`src/rtl/pc_branch_unit.sv`:
```
// pc_branch_unit: program counter, carry/borrow flags and output-pin source
// select driven by the mov/branch decoder strobes.
// Optional feature macro: BRANCH_FLAG_CLEAR_EN -- when defined, a taken
// branch-on-carry clears carry and a taken branch-on-borrow clears borrow
// (a simultaneous flagWe load still wins).
module pc_branch_unit #(
    parameter int PC_W = 8
) (
    input  logic            clk,
    input  logic            rst,
    input  logic            step,
    input  logic            bcf,
    input  logic            bbf,
    input  logic            buc,
    input  logic            toggleOut,
    input  logic [PC_W-1:0] r3,
    input  logic            flagWe,
    input  logic            carryIn,
    input  logic            borrowIn,
    output logic [PC_W-1:0] pc,
    output logic            carry,
    output logic            borrow,
    output logic            outSel,
    output logic [PC_W-1:0] outPins,
    output logic            taken
);

    // Which branch strobe is in effect after priority resolution.
    typedef enum logic [1:0] {
        SEL_NONE = 2'd0,
        SEL_BUC  = 2'd1,
        SEL_BCF  = 2'd2,
        SEL_BBF  = 2'd3
    } strobe_e;

    logic [PC_W-1:0] pc_r;
    logic [PC_W-1:0] pins_r;
    logic            carry_r;
    logic            borrow_r;
    logic            outsel_r;
    logic            taken_r;

    strobe_e         sel_s;
    logic            take_s;
    logic [PC_W-1:0] pc_next_s;
    logic            outsel_next_s;
    logic [PC_W-1:0] pins_next_s;
    logic            clr_carry_s;
    logic            clr_borrow_s;
    logic            carry_next_s;
    logic            borrow_next_s;

    // Resolve simultaneous strobes: unconditional beats carry beats borrow.
    always_comb begin
        sel_s = SEL_NONE;
        if (buc) begin
            sel_s = SEL_BUC;
        end else if (bcf) begin
            sel_s = SEL_BCF;
        end else if (bbf) begin
            sel_s = SEL_BBF;
        end else begin
            sel_s = SEL_NONE;
        end
    end

    // Branch decision uses the registered (pre-write) flags only.
    always_comb begin
        take_s = 1'b0;
        case (sel_s)
            SEL_BUC: take_s = step;
            SEL_BCF: take_s = step & carry_r;
            SEL_BBF: take_s = step & borrow_r;
            default: take_s = 1'b0;
        endcase
    end

    // Next PC, output select and pin value for a retired instruction.
    always_comb begin
        pc_next_s = pc_r + {{(PC_W-1){1'b0}}, 1'b1};
        if (take_s) begin
            pc_next_s = pc_r + r3;
        end else begin
            pc_next_s = pc_r + {{(PC_W-1){1'b0}}, 1'b1};
        end
        outsel_next_s = outsel_r ^ (toggleOut & step);
        pins_next_s   = outsel_next_s ? pc_next_s : r3;
    end

    // Optional flag clear on a taken conditional branch.
    always_comb begin
        clr_carry_s  = 1'b0;
        clr_borrow_s = 1'b0;
`ifdef BRANCH_FLAG_CLEAR_EN
        clr_carry_s  = take_s & (sel_s == SEL_BCF);
        clr_borrow_s = take_s & (sel_s == SEL_BBF);
`else
        clr_carry_s  = 1'b0;
        clr_borrow_s = 1'b0;
`endif
    end

    // Flag next state: an ALU load has precedence over a branch clear.
    always_comb begin
        carry_next_s  = carry_r;
        borrow_next_s = borrow_r;
        if (flagWe) begin
            carry_next_s  = carryIn;
            borrow_next_s = borrowIn;
        end else begin
            carry_next_s  = carry_r & ~clr_carry_s;
            borrow_next_s = borrow_r & ~clr_borrow_s;
        end
    end

    // State registers; flags load regardless of step, the rest only on step.
    always_ff @(posedge clk or posedge rst) begin
        if (rst) begin
            pc_r     <= {PC_W{1'b0}};
            pins_r   <= {PC_W{1'b0}};
            carry_r  <= 1'b0;
            borrow_r <= 1'b0;
            outsel_r <= 1'b0;
            taken_r  <= 1'b0;
        end else begin
            carry_r  <= carry_next_s;
            borrow_r <= borrow_next_s;
            if (step) begin
                pc_r     <= pc_next_s;
                pins_r   <= pins_next_s;
                outsel_r <= outsel_next_s;
                taken_r  <= take_s;
            end else begin
                pc_r     <= pc_r;
                pins_r   <= pins_r;
                outsel_r <= outsel_r;
                taken_r  <= taken_r;
            end
        end
    end

    assign pc      = pc_r;
    assign carry   = carry_r;
    assign borrow  = borrow_r;
    assign outSel  = outsel_r;
    assign outPins = pins_r;
    assign taken   = taken_r;

endmodule

```
`config.mk`:
```
export PLATFORM = sky130hd
export DESIGN_NAME = pc_branch_unit
export DESIGN_NICKNAME = d
export VERILOG_FILES = /design/src/rtl/pc_branch_unit.sv
export SDC_FILE = /design/constraint.sdc
export NUM_CORES = 1
export LEC_CHECK = 0
export CAP_MARGIN = 20
export CORE_MARGIN = 10
export CORE_UTILIZATION = 46
export DETAILED_ROUTE_END_ITERATION = 6
export PLACE_DENSITY_LB_ADDON = 0.3
export SYNTH_ARGS = -nofsm -noshare
export SYNTH_HDL_FRONTEND = slang
export SYNTH_SLANG_ARGS = --single-unit
```
`constraint.sdc`:
```
create_clock -name clk -period 3.41 [get_ports clk]
set_clock_uncertainty 0.2 [all_clocks]
set_input_delay 0.341 -clock clk [delete_from_list [all_inputs] [get_ports clk]]
set_output_delay 0.341 -clock clk [all_outputs]
set_load 0.01 [all_outputs]
```
==> run metrics <==
switching share of power=0.395; CTS Sinks=20; die height=approximately 71 µm; Crit Path Category=input port to register; Clock Tree Buf Depth=2; Max Slew Vio Count=0; P_sw=534 µW; Post-Syn Instances=about 130; Pre-antenna DRT Iters=4; fin crit share=0.904; RSZ-0062 raised after global routing=false; Die X=71.3 µm; I/O pins=38; Reg area=500 µm²; post-synthesis area per instance=approximately 9.5 µm²; Iter 0 DRT Violations=47; Power Density=approximately 810 nW/µm²; status=finished clean; Crit path max-delay family=simple AND/OR/NAND/NOR gates; routed wire length=between 3 and 4 mm; initial antenna violation count=0; Netlist Area Pre-Place=around 1200 µm²; Worst Setup End Kind=register; vias per cell=roughly 5.5; WP data required=approximately 3.5 ns; IR drop worst, VDD=0.000533 V; M1 GR Usage=0.148; fin crit period=slightly above 3 ns; Setup Buffers After CTS=0; Synth-to-Final Area Change=37.3%; gr usage total=0.132; sequential power share=0.311; Synth area leaders=dfrtp_1 41%, ha_1 7.2%, a21oi_1 6.2%, mux2_2 5.6%, nand2_1 3.4%; CTS resizes=0; first-pass GRT wire length=roughly 5.6 mm; area of the multi-input gates=between 600 and 700 µm²; leading cell type in the layout, fill and taps excluded=clkdlybuf4s50_1; WP buf/inv=2; Synth top area share=0.413; Int Pwr=between 800 and 900 µW; Post-route DRC=0; Max FO, Critical Path=5; Routed WL per cell=around 17 µm; number of distinct library cells after synthesis=38; clock slew at reported path FFs=~0.12 ns; post-synth top area cell=dfrtp_1; fillers=211; Crit-path slowest cell=or4_1; CTS Root Cell=clkbuf_4; pre-CTS setup slack=0.0698 ns; # setup viols final=0; Core Util, Final=0.665; CTS tree=built; layout cells sized above 1=0.113; Worst Hold Class=input port to async pin; MaxCap Viol Count=0; Placement Rows=18; Die Footprint=about 5000 µm²; Skew-Pair Late Insertion Delay=between 0.3 and 0.4 ns; sequential-to-total area share from yosys stat=0.413; Leakage=0.749 nW; post-DP HPWL=~2.5 mm; Starting Density=0.484; # nets final=approximately 200; setup TNS=0 ns; Ys Warns=0; global routing's busiest layer=met2; Placer Congestion=roughly 0.86; Ant. Diodes=0; total global routing overflow=0; Worst Tran Pin Value=~0.76 ns; Fmax=325 MHz; Max-slew headroom=0.493; TritonCTS buffer count=3; CP Cell Sequence=clkdlybuf4s50_1 -> nand3b_1 -> a21oi_1 -> nand2b_1 -> ha_1 -> inv_1 -> fa_1 -> nor2b_4 -> o31a_1 -> o21a_1 -> or4_1 -> nand3_1; Final ANT Viol Nets=0; Final WS setup=about 0.33 ns; CP arrival=roughly 3.1 ns; CTS H-tree depth=1; Clock power frac=0.108; via count=between 1000 and 1500; Comb power frac=0.582; largest net degree at the start of global routing=22; GR Util met3=0.0441; vias in the first global route=approximately 1200; final hold violations=0; Crit path largest cell delay=roughly 0.47 ns; core area=approximately 2500 µm²; met2 GRT Util=0.229; port bufs=37; number of hold buffers added after CTS=0; most frequent cells in the layout=37 x clkdlybuf4s50_1, 20 x dfrtp_1, 15 x a21oi_1; #FFs+latches synth=20; Startpoint Class=input port; net count after synthesis=153
cells by family (layout without fill, tap and decap cells):
| kind of cell | count (synthesis) | in the layout | synth area share |
|---|---|---|---|
| buffers and inverters | 12 | 53 | 0.0434 |
| muxes | 7 | 7 | 0.0640 |
| xor gates and xnor gates | 4 | 4 | 0.0289 |
| DFF | 20 | 20 | 0.413 |
| and+or+nand+nor | 40 | 40 | 0.170 |
| adders and majority gates | 8 | 8 | 0.0888 |
| AOI/OAI and AO/OA | 36 | 36 | 0.191 |
synth_stat cells (all sizes together):
master,instances
a31oi,3
xnor2,3
inv,8
nor2,10
or4,2
clkbuf,1
buf,3
a21oi,16
nand2,11
or3,1
xor2,1
o311ai,1
o211ai,1
ha,7
and3,1
nor2b,2
and2,5
fa,1
dfrtp,20
nand3b,1
o31a,1
nand3,3
or3b,1
mux2i,1
a211oi,3
mux2,6
nor3,1
nand4,1
nand2b,1
a21o,5
o2111ai,1
o21ai,3
o21a,2
state kept, by name, indices dropped and copies added (netlist names):
name / count
pc: 8
outSel: 1
taken: 1
borrow: 1
outPins: 8
carry: 1
power by group through the flow:
stage | registers [mW] | clock network, mW | logic [mW]
finish | 0.419 | 0.145 | 0.786
floorplan | 0.462 | 0 | 0.388
global route | 0.433 | 0.153 | 0.865
CTS | 0.420 | 0.144 | 0.793
global placement | 0.414 | 0 | 0.758
detailed placement | 0.423 | 0 | 0.777
final cells by class:
type	count	area share
inverters	8	0.0181
clock buffers	4	0.0218
repair buffers	41	0.241
multi-input cells	95	0.396
flip-flops and latches	20	0.301
well taps	30	0.0226
per-stage QoR:
step                hold slack [ns]  instance area, µm²  std cells  total power [mW]
floorplan                     0.105                1210        127             0.850
global placement              0.268                1630        194              1.17
detailed placement            0.276                1630        194              1.20
CTS                           0.271                1660        198              1.36
global route                  0.305                1660        198              1.45
finish                        0.247                1660        198              1.35
layer usage:
| layer | up-vias | wire (µm) |
|---|---|---|
| met5 | - | 0 |
| met4 | 0 | 63 |
| met3 | 8 | 229 |
| met2 | 38 | 1680 |
| met1 | 523 | 1370 |
| li1 | 529 | - |
path summary, 6_finish.rpt:
check	endpoint	from	slack (ns)	cells after the start
min in group clk	taken$_DFFE_PP0P_	taken$_DFFE_PP0P_	0.30	1
max in group asynchronous	outPins[0]$_DFFE_PP0P_	rst	2.29	2
worst max-delay path	outPins[6]$_DFFE_PP0P_	bcf	0.33	12
worst max register to register	outPins[6]$_DFFE_PP0P_	borrow$_DFFE_PP0P_	0.46	11
worst min register to register	taken$_DFFE_PP0P_	taken$_DFFE_PP0P_	0.30	1
worst min-delay path	pc[5]$_DFFE_PP0P_	rst	0.25	2
Power figures use the tool's default switching activity.
